[config.mk]
export PLATFORM = sky130hd
export DESIGN_NAME = vga_pattern_sequencer
export DESIGN_NICKNAME = d
export VERILOG_FILES = /design/src/rtl/vga_pattern_sequencer.sv
export SDC_FILE = /design/constraint.sdc
export NUM_CORES = 1
export LEC_CHECK = 0
export BUFFER_PORTS_ARGS = -buffer_cell sky130_fd_sc_hd__buf_2
export CAP_MARGIN = 5
export CORE_ASPECT_RATIO = 0.8
export CORE_MARGIN = 8
export CORE_UTILIZATION = 39
export CTS_CLUSTER_SIZE = 25
export DETAILED_ROUTE_END_ITERATION = 6
export PLACE_DENSITY = 0.84
export SLEW_MARGIN = 20
export SYNTH_ARGS = -nofsm -noshare
export SYNTH_HDL_FRONTEND = slang
export SYNTH_SLANG_ARGS = --single-unit
[constraint.sdc]
create_clock -name iVGA_CLK -period 1.3 [get_ports iVGA_CLK]
set_input_delay 0.195 -clock iVGA_CLK [delete_from_list [all_inputs] [get_ports iVGA_CLK]]
set_output_delay 0.195 -clock iVGA_CLK [all_outputs]
set_load 0.02 [all_outputs]
[src/rtl/vga_pattern_sequencer.sv]
// Frame-aligned selector sharing the VGA RGB output among 2**IDX_W pattern sources; 1-cycle pixel latency, no backpressure.
// Optional black frames between sources; define VGA_SEQ_AUTO_EN to auto-advance every AUTO_FRAMES frames.
module vga_pattern_sequencer #(
  parameter int IDX_W        = 2,
  parameter int BLANK_FRAMES = 1
`ifdef VGA_SEQ_AUTO_EN
  , parameter int AUTO_FRAMES = 120
`endif
) (
  input  logic                       iVGA_CLK,
  input  logic                       iRST_N,
  input  logic                       iFrame_Start,
  input  logic                       iNext,
  input  logic                       iHold,
  input  logic [10*(2**IDX_W)-1:0]   iRed_Bus,
  input  logic [10*(2**IDX_W)-1:0]   iGreen_Bus,
  input  logic [10*(2**IDX_W)-1:0]   iBlue_Bus,
  output logic [9:0]                 oRed,
  output logic [9:0]                 oGreen,
  output logic [9:0]                 oBlue,
  output logic [IDX_W-1:0]           oPat_Idx,
  output logic                       oSwitch
);

  localparam int BW = (BLANK_FRAMES > 1) ? $clog2(BLANK_FRAMES) : 1;
  localparam logic [BW-1:0] BLANK_LAST = BW'((BLANK_FRAMES > 0) ? BLANK_FRAMES - 1 : 0);

  typedef enum logic {SHOW, BLANK} state_t;

  typedef struct packed {
    logic [9:0] red;
    logic [9:0] green;
    logic [9:0] blue;
  } rgb_t;

  state_t          state, stateNext;
  logic [BW-1:0]   blankCnt, blankCntNext;
  logic [IDX_W-1:0] idxNext;
  logic            switchNext;
  logic            reqPend, reqPendNext;
  logic            nextQ, nextEdge;
  logic            served, advance, autoReq;
  rgb_t            pixSel;

  assign nextEdge = iNext & ~nextQ;

  always_comb begin
    stateNext    = state;
    blankCntNext = blankCnt;
    idxNext      = oPat_Idx;
    switchNext   = 1'b0;
    served       = 1'b0;
    advance      = 1'b0;
    case (state)
      SHOW: begin
        if (iFrame_Start && reqPend && !iHold) begin
          served = 1'b1;
          if (BLANK_FRAMES == 0) begin
            advance = 1'b1;
          end else begin
            stateNext    = BLANK;
            blankCntNext = '0;
          end
        end
      end
      BLANK: begin
        // hold is deliberately ignored here: a started blank sequence always completes
        if (iFrame_Start) begin
          if (blankCnt == BLANK_LAST) begin
            advance   = 1'b1;
            stateNext = SHOW;
          end else begin
            blankCntNext = blankCnt + 1'b1;
          end
        end
      end
      default: stateNext = SHOW;
    endcase
    if (advance) begin
      idxNext    = oPat_Idx + 1'b1;
      switchNext = 1'b1;
    end
    // a request arriving on the serving boundary survives the clear
    reqPendNext = (reqPend & ~served) | nextEdge | autoReq;
  end

  always_comb begin
    pixSel = '0;
    if (state != BLANK) begin
      pixSel.red   = iRed_Bus[oPat_Idx*10 +: 10];
      pixSel.green = iGreen_Bus[oPat_Idx*10 +: 10];
      pixSel.blue  = iBlue_Bus[oPat_Idx*10 +: 10];
    end
  end

`ifdef VGA_SEQ_AUTO_EN
  localparam int AW = (AUTO_FRAMES > 1) ? $clog2(AUTO_FRAMES) : 1;
  localparam logic [AW-1:0] AUTO_LAST = AW'((AUTO_FRAMES > 0) ? AUTO_FRAMES - 1 : 0);

  logic [AW-1:0] frameCnt;

  assign autoReq = (state == SHOW) && iFrame_Start && !iHold && (frameCnt == AUTO_LAST);

  always_ff @(posedge iVGA_CLK) begin
    if (!iRST_N || iHold || advance || autoReq) begin
      frameCnt <= '0;
    end else if ((state == SHOW) && iFrame_Start) begin
      frameCnt <= frameCnt + 1'b1;
    end
  end
`else
  assign autoReq = 1'b0;
`endif

  always_ff @(posedge iVGA_CLK) begin
    if (!iRST_N) begin
      state    <= SHOW;
      blankCnt <= '0;
      reqPend  <= 1'b0;
      nextQ    <= 1'b0;
      oPat_Idx <= '0;
      oSwitch  <= 1'b0;
      oRed     <= '0;
      oGreen   <= '0;
      oBlue    <= '0;
    end else begin
      state    <= stateNext;
      blankCnt <= blankCntNext;
      reqPend  <= reqPendNext;
      nextQ    <= iNext;
      oPat_Idx <= idxNext;
      oSwitch  <= switchNext;
      oRed     <= pixSel.red;
      oGreen   <= pixSel.green;
      oBlue    <= pixSel.blue;
    end
  end

endmodule
Yosys cells after proc, flatten, opt, wreduce, memory -nomap -nowiden:

Cells that the tools add are included.

* input port bits: 125
* word-level logic and storage cells: 42
* output and inout port bits: 33
* flip-flop bits (word level): 37

* add/sub/neg operators: 2
* reduce and logical (&&, ||, !) cells: 5
* bitwise operators: 7
* equality and inequality tests: 2
* multipliers: 1
* multiplexer cells: 13
* shift-type cells: 3

Operator list (number)
* $shiftx A40 B7 Y10: 3
* $mux W1: 11
* $mul A2 B3 Y5 const B: 1
* $ne A2 B2 Y1 const B: 2
* $not A1 Y1: 4
* $pmux W1 S2: 2
* $add A2 B1 Y2 const B: 1
* $and A1 B1 Y1: 2
* $logic_and A1 B1 Y1: 2
* $reduce_and A2 Y1: 1
* $reduce_or A2 Y1: 1
* $add A1 B1 Y1 const B: 1
* $logic_not A1 Y1: 1
* $or A1 B1 Y1: 1

Longest topological paths before layout:

Gate-level depths: netlist of the first run.

* depth after elaboration: 7
* depth in mapped cells: 4
* gate-level depth less buffers: 3

Worst setup path before layout of the first run:

OpenSTA, ideal clock, no wires.

* kind: flip-flop to flip-flop
* start point: register oPat_Idx[1]
* end point: register oBlue[0]
* setup time: 126 ps
* data required time: 1174 ps
* cell stages (with the launch flop): 5
* buffers on the path: 2
* arrival: 1179 ps
* period minus slack after synthesis: 1305 ps
* setup slack: -5 ps
* cells stage by stage: dfxtp_1 buf_2 buf_2 mux2i_1 o22ai_2

* cells in the longest elaborated chain, start to end: 2

Ends and longest elaborated chain
* start: declaration: line 21 `output logic [IDX_W-1:0] oPat_Idx,`
* start signal: assignment: line 131 `oPat_Idx <= idxNext;`
* $mul A2 B3 Y5: line 92 `pixSel.blue = iBlue_Bus[oPat_Idx*10 +: 10];`
* $shiftx A40 B7 Y10: line 92
* end signal: assignment: line 135 `oBlue <= pixSel.blue;`
* end: declaration: line 20 `output logic [9:0] oBlue,`

Every way passes these cells.
A chain may end at the register's enable or synchronous reset.

Final worst setup path of the first run:

* start point: register oPat_Idx[1]
* end point: output oPat_Idx[1]

No word-level cell between the ends.

==> run metrics, run 1 <==
gr usage total 15.4%; clock edge transition at the registers on the reported setup and hold paths 0.07 ns; Clock Latency Late Sink 0.28 ns; post-synthesis cell type count 18; fmax 823 MHz; Worst Path Arrival 1.02 ns; Final period util 93.5%; via count 1819; Yosys top cell area share 37.9%; Die ar. 7380 um2; Routed WL 6.14 mm; Synth Area per Inst 12.2 um2; Hold Crit Class in2reg; placer congestion estimate 0.821; initial drt markers 22; Vias/cell 4.86; layout cell share with drive strength beyond 1 65.6%; Power Dens Cells 832 nW/um2; Critical Path End Type output port; crit-path max FO 12; Clock Sinks 36; hold_sp iNext; Period minus WS final 1.22 ns; Static Leak 1.28 nW; initial antenna violation count 0; core area 4650 um2; starting density of the core 40.9%; Cells after DPL 366; standard-cell rows 22; vias in the first global route 2023; antenna cells 0; Die Wd 94.1 um; number of synthesized flops with an enable pin 0; Final Total Pwr 0.00242 W; # setup viols final 0; CP Launch Type flop; Post-synth top flop dfxtp_1; chip height 78.5 um; # IOs 158; DP Wirelength 4.85 mm; ranking of synthesized cells by area dfxtp_1 38%, mux2i_1 32%, o22ai_2 20%; Non-Filler Instances 374; Critical Path RT 1.11 ns; CTS root buffer clkbuf_8; # hold bufs at CTS 0; Fin. Hold Viols 0; grt ovf 0; Tightest Pin Transition 0.346 ns; detailed-route wire length per cell 16.4 um; Syn-to-layout area delta 52.8%; asr flop ratio synth 0%; Yosys warnings 0; path type of the worst setup path reg2out; Worst Hold Slack 0.149 ns; outcome completed; global-route wire length before repair 9.18 mm; area post-placement 2790 um2; Worst Setup SP oPat_Idx[1]$_SDFFE_PN0P_; Final ANT Viol Nets 0; RSZ-0062 raised after global routing no; Port Buffers 157; maximum vdd drop 0.000592 V; Max-Cap Viols 0; synthesized net count 281; Clock Skew 0.00776 ns; CTS H-tree depth 2; Residual DRC 0; CTS tree built; largest net degree at the start of global routing 31; Num CTS Buffers 5; TritonRoute pass-1 iters 2; Synth area leader dfxtp_1; Seq cells post-synth 36; post-synthesis sequential area ratio 37.9%; mapped cell area 1900 um2; Slew Limit Fails 0; Reg2Reg Launch Point state$_SDFF_PN0_; clock buffer depth 2; fin nets 440; Slew HR 76.9%; Syn Inst Count 156; post-route cell area 2910 um2
[area by class of cell]
| class | count | area [um2] |
|---|---|---|
| fill | 390 | 1750 |
| timing repair buffer | 164 | 926 |
| sequential | 36 | 724 |
| clock buffer | 6 | 72.6 |
| multi-input combinational | 108 | 1110 |
| tap | 60 | 75.1 |
[power by group]
part	total [W]	switching, W	internal, W	leakage (nW)
Combinational	0.000532	0.000262	0.000271	0.945
Sequential	0.00118	0.0000165	0.00117	0.300
Clock	0.000703	0.000346	0.000357	0.0371
[state kept, by name, indices dropped and copies added (netlist names)]
signal	count
oGreen	10
oSwitch	1
oPat_Idx	2
reqPend	1
oRed	10
nextQ	1
state	1
oBlue	10
[worst paths after layout]
check	endpoint	slack, ns	depth (start not counted)
setup / recovery	oPat_Idx[1]	0.08	2
hold / removal	nextQ$_SDFF_PN0_	0.15	2
setup reg to reg	oGreen[0]$_SDFF_PP0_	0.10	3
hold reg to reg	reqPend$_SDFF_PN0_	0.48	2
[cell usage after synthesis, drive strengths merged (2+ instances only)]
cell    instances
xnor2           2
nand2b          2
o22ai          30
mux2i          60
and2            3
dfxtp          36
buf            13
[logic make-up after synthesis]
group / share of synthesized area (%)
AOI/OAI and AO/OA: 20.8
xor gates and xnor gates: 0.921
buffers and inverters: 4.41
DFF: 37.9
muxes: 31.6
and+or+nand+nor: 4.41
[repair_timing]
action                                  in CTS  in global routing
pin swaps                                    0                  0
endpoints found under the setup margin       1                 30
cloned                                       1                  1
setup buffers                                0                  0
resized for setup                            0                  1
[per-stage QoR]
step / worst slack [ns] / utilization (%) / TNS, ns
floorplan: -0.00503 / - / -0.147
global placement: 0.0753 / 60.0 / 0
detailed placement: 0.0286 / 60.0 / 0
CTS: 0.0241 / 62.2 / 0
global route: 0.0167 / 62.5 / 0
finish: 0.0846 / 62.5 / 0
[cell usage in the layout (no fill, tap or decap), drive strengths merged, types with 2 or more instances in the layout]
cell and count:
clkbuf 6, o22ai 30, dfxtp 36, xnor2 2
or3b 2, buf 163, nand2b 2, mux2i 60
and2 3
[worst max-delay path: stages, from the launching register on]
cell,delay (ns)
dfxtp_4,0.40
buf_12,0.16
buf_2,0.17
[metal layers]
layer  GRT usage (%)  wire, um  vias up
met5               0         0        -
met4            5.21        52        0
met3            8.37       818        5
met2            27.2      2960       93
met1            15.0      2310      815
li1                -         -      906
(Power assumes the default switching activity.)
==> run 2: changes to the inputs <==
--- a/config.mk
+++ b/config.mk
@@ -10,6 +10,7 @@
 export CORE_ASPECT_RATIO = 0.8
 export CORE_MARGIN = 8
 export CORE_UTILIZATION = 39
+export CTS_BUF_LIST = sky130_fd_sc_hd__clkbuf_16
 export CTS_CLUSTER_SIZE = 25
 export DETAILED_ROUTE_END_ITERATION = 6
 export PLACE_DENSITY = 0.84
==> run 2 against run 1 <==
Register-to-register slack about the same; wire length down 0.72%; first-iteration DRC count up 18%; combinational power about the same; sequential cell count unchanged; total power up 15%; critical endpoint unchanged; largest cell class unchanged.
==> run metrics, run 2 (synthesis gave the netlist of run 1 again) <==
Syn-to-layout area delta 55.4%; detailed-route wire length per cell 16.3 um; Clock Latency Late Sink 0.27 ns; maximum vdd drop 0.000525 V; starting density of the core 40.9%; Max-Cap Viols 0; commonest non-fill, non-tap cells in the layout 157 x buf_2, 60 x mux2i_1, 35 x dfxtp_1, 30 x o22ai_2, 6 x clkbuf_16; path type of the worst setup path reg2out; # IOs 158; gr usage total 15.0%; layout cell share with drive strength beyond 1 65.6%; worst path bufs/invs 2; Slew Limit Fails 0; initial antenna violation count 0; core area 4650 um2; outcome completed; Residual DRC 0; Slew HR 77.9%; # setup viols final 0; # hold bufs at CTS 0; Fin. Hold Viols 0; clock edge transition at the registers on the reported setup and hold paths 0.05 ns; CTS root buffer clkbuf_16; largest net degree at the start of global routing 31; Num CTS Buffers 5; crit-path max cell delay 0.42 ns; vias in the first global route 2016; chip height 78.5 um; antenna cells 0; Critical Path RT 1.11 ns; Power Dens Cells 938 nW/um2; DP Wirelength 4.85 mm; Final ANT Viol Nets 0; Clock Sinks 36; Non-Filler Instances 374; Tightest Pin Transition 0.332 ns; Period minus WS final 1.23 ns; clock buffer depth 2; CTS tree built; most common cell after layout, fill and taps aside buf_2; top flop regs oBlue (10), oGreen (10), oRed (10); via count 1823; Clock Skew 0.00491 ns; Cells after DPL 366; Worst Path Arrival 1.04 ns; post-route cell area 2960 um2; Port Buffers 157; worst path cell trace buf_12, buf_2; Worst path slowest cell dfxtp_4; CP Launch Type flop; fmax 811 MHz; Critical Path End Type output port; crit-path max FO 12; Vias/cell 4.87; area post-placement 2790 um2; Routed WL 6.10 mm; global-route wire length before repair 9.04 mm; Static Leak 1.31 nW; Die Wd 94.1 um; grt ovf 0; TNS Setup 0 ns; CTS H-tree depth 2; RSZ-0062 raised after global routing no; placer congestion estimate 0.821; Final period util 94.8%; fin nets 440; standard-cell rows 22; TritonRoute pass-1 iters 2; CP delay by family, top flip-flops; Die ar. 7380 um2; initial drt markers 26; Hold Crit Class in2reg
run 2: per-layer routing:
metal / global-route usage [%] / part of all wire (%) / routed length, um
met3: 8.37 / 13 / 809
met2: 26.9 / 48 / 2910
met5: 0 / 0 / 0
met1: 14.5 / 38 / 2340
met4: 3.79 / 0.64 / 39
run 2: what timing repair did:
action,in CTS,in global routing
setup buffers,0,0
setup endpoints to repair,0,31
resized for setup,0,1
run 2: metrics by stage:
stage / worst slack (ns) / hold WS (ns) / utilization, % / power (W)
6_report: 0.0676 / 0.162 / 63.5 / 0.00277
3_3_place_gp: 0.0753 / 0.436 / 60.0 / 0.00172
3_5_place_dp: 0.0286 / 0.440 / 60.0 / 0.00174
2_1_floorplan: -0.00503 / 0.313 / - / 0.00147
4_1_cts: 0.0256 / 0.157 / 62.7 / 0.00281
5_1_grt: 0.0340 / 0.166 / 63.5 / 0.00289
run 2: area by class of cell:
type | count | area, um2
fillers | 384 | 1700
multi-input cells | 108 | 1110
repair buffers | 164 | 918
flip-flops and latches | 36 | 724
clock buffers | 5 | 125
well taps | 60 | 75.1
clock inverters | 1 | 3.75
run 2: power breakdown:
group	internal [W]	switching, W
combinational	0.000270	0.000261
clock	0.000678	0.000378
sequential	0.00117	0.0000166
run 2: final timing paths:
check	startpoint	endpoint	slack [ns]	depth (start not counted)
setup / recovery	oPat_Idx[1]$_SDFFE_PN0P_	oPat_Idx[1]	0.07	2
hold / removal	iNext	nextQ$_SDFF_PN0_	0.16	2
setup reg to reg	state$_SDFF_PN0_	oGreen[0]$_SDFF_PP0_	0.10	3
hold reg to reg	reqPend$_SDFF_PN0_	reqPend$_SDFF_PN0_	0.48	2
==> run 3: changes to the inputs <==
--- a/config.mk
+++ b/config.mk
@@ -8,7 +8,7 @@
 export BUFFER_PORTS_ARGS = -buffer_cell sky130_fd_sc_hd__buf_2
 export CAP_MARGIN = 5
 export CORE_ASPECT_RATIO = 0.8
-export CORE_MARGIN = 8
+export CORE_MARGIN = 4
 export CORE_UTILIZATION = 39
 export CTS_BUF_LIST = sky130_fd_sc_hd__clkbuf_16
 export CTS_CLUSTER_SIZE = 25
==> run 3 against run 2 <==
Fmax up 0.33%; sequential power about the same; combinational power down 2%; global-route usage up 1.5 points; via count fell by 1.5%; setup slack better by 0.0040 ns; total power grew 24%; clock power rose by 63%; critical endpoint unchanged; largest cell class unchanged; largest power group is now clock.
==> run metrics, run 3 (synthesis gave the netlist of run 1 again) <==
outcome completed; Critical Path End Type output port; global-route wire length before repair 7.98 mm; worst path cell trace buf_12, buf_2; crit-path max FO 23; Critical Path RT 1.11 ns; Port Buffers 157; Tightest Pin Transition 0.571 ns; CP Launch Type flop; Reg2Reg Launch Point oPat_Idx[0]$_SDFFE_PN0P_; TNS Setup 0 ns; Non-Filler Instances 374; worst path bufs/invs 2; # hold bufs at CTS 0; antenna cells 0; DP Wirelength 4.16 mm; Static Leak 1.32 nW; Num CTS Buffers 5; Die ar. 6060 um2; layout cell share with drive strength beyond 1 65.9%; detailed-route wire length per cell 13.7 um; Hold Crit Class in2reg; clock edge transition at the registers on the reported setup and hold paths 0.06 ns; vias in the first global route 1791; fin nets 438; Slew Limit Fails 0; clock buffer depth 2; Clock Sinks 36; via count 1796; maximum vdd drop 0.000711 V; utilization after layout 64.1%; most common cell after layout, fill and taps aside buf_2; RSZ-0062 raised after global routing no; Worst Setup SP oPat_Idx[1]$_SDFFE_PN0P_; CTS tree built; core area 4650 um2; Clock Skew 0.00429 ns; starting density of the core 40.9%; post-CTS setup buffers 0; Final period util 94.5%; Post-CTS Resized 0; crit-path max cell delay 0.37 ns; Residual DRC 0; Final ANT Viol Nets 0; placer congestion estimate 0.721; standard-cell rows 22; initial antenna violation count 0; initial drt markers 39; Routed WL 5.13 mm; fmax 814 MHz; top flop regs oBlue (10), oGreen (10), oRed (10); Cells after DPL 366; path type of the worst setup path reg2out; Max-Cap Viols 0; Syn-to-layout area delta 56.7%; Fin. Hold Viols 0; Power Dens Cells 1150 nW/um2; Clock Latency Late Sink 0.27 ns; Vias/cell 4.80; largest net degree at the start of global routing 31; CTS root buffer clkbuf_16; Period minus WS final 1.23 ns; gr usage total 16.5%; hold_sp iNext; CP delay by family, top buffers and inverters; # IOs 158; # setup viols final 0; CTS H-tree depth 2; TritonRoute pass-1 iters 4; Die Wd 86.1 um; grt ovf 0; Worst path slowest cell dfxtp_4; Worst Path Arrival 1.03 ns; commonest non-fill, non-tap cells in the layout 157 x buf_2, 60 x mux2i_1, 35 x dfxtp_1, 30 x o22ai_2, 5 x clkbuf_16; Slew HR 61.9%; chip height 70.5 um
run 3: changes by cell type in the layout (fill, tap and decap cells not counted), sizes merged:
| cell | previous run | this run |
|---|---|---|
| bufinv | 0 | 3 |
| clkbuf | 6 | 5 |
| or3b | 2 | 1 |
| inv | 1 | 0 |
run 3: area by class of cell:
cell class,instances,area [um2]
Clock buffer,5,125
Clock inverter,3,90.1
Fill cell,390,1670
Multi-Input combinational cell,107,1100
Sequential cell,36,724
Tap cell,60,75.1
Timing Repair Buffer,163,868
run 3: final timing paths:
path,end,slack [ns],cells past startpoint
min reg2reg,reqPend$_SDFF_PN0_,0.49,2
max reg2reg,oBlue[8]$_SDFF_PP0_,0.11,2
min,nextQ$_SDFF_PN0_,0.16,2
max,oPat_Idx[1],0.07,2
run 3: layer usage:
layer | track usage (%) | wire (um)
met4 | 4.22 | 57
met3 | 6.25 | 668
met5 | 0 | 0
met1 | 17.4 | 1810
met2 | 30.4 | 2600
run 3: metrics by stage:
stage | setup WS [ns] | total power [W] | hold slack [ns] | cell area [um2]
finish | 0.0716 | 0.00343 | 0.164 | 2980
global route | 0.0192 | 0.00358 | 0.165 | 2980
CTS | 0.0542 | 0.00347 | 0.158 | 2980
detailed placement | 0.0299 | 0.00173 | 0.446 | 2770
global placement | 0.0638 | 0.00172 | 0.435 | 2770
floorplan | -0.00503 | 0.00147 | 0.313 | 1900
run 3: power breakdown:
part           total [W]  internal (W)  switching [W]
Combinational   0.000520      0.000267       0.000252
Sequential       0.00118       0.00117      0.0000149
Clock            0.00173       0.00129       0.000438
Total            0.00343       0.00273       0.000705
run 3: worst reg2reg max path: stages, from the launching register on:
cell,delay [ns]
dfxtp_1,0.31
or3b_4,0.62
o22ai_2,0.17
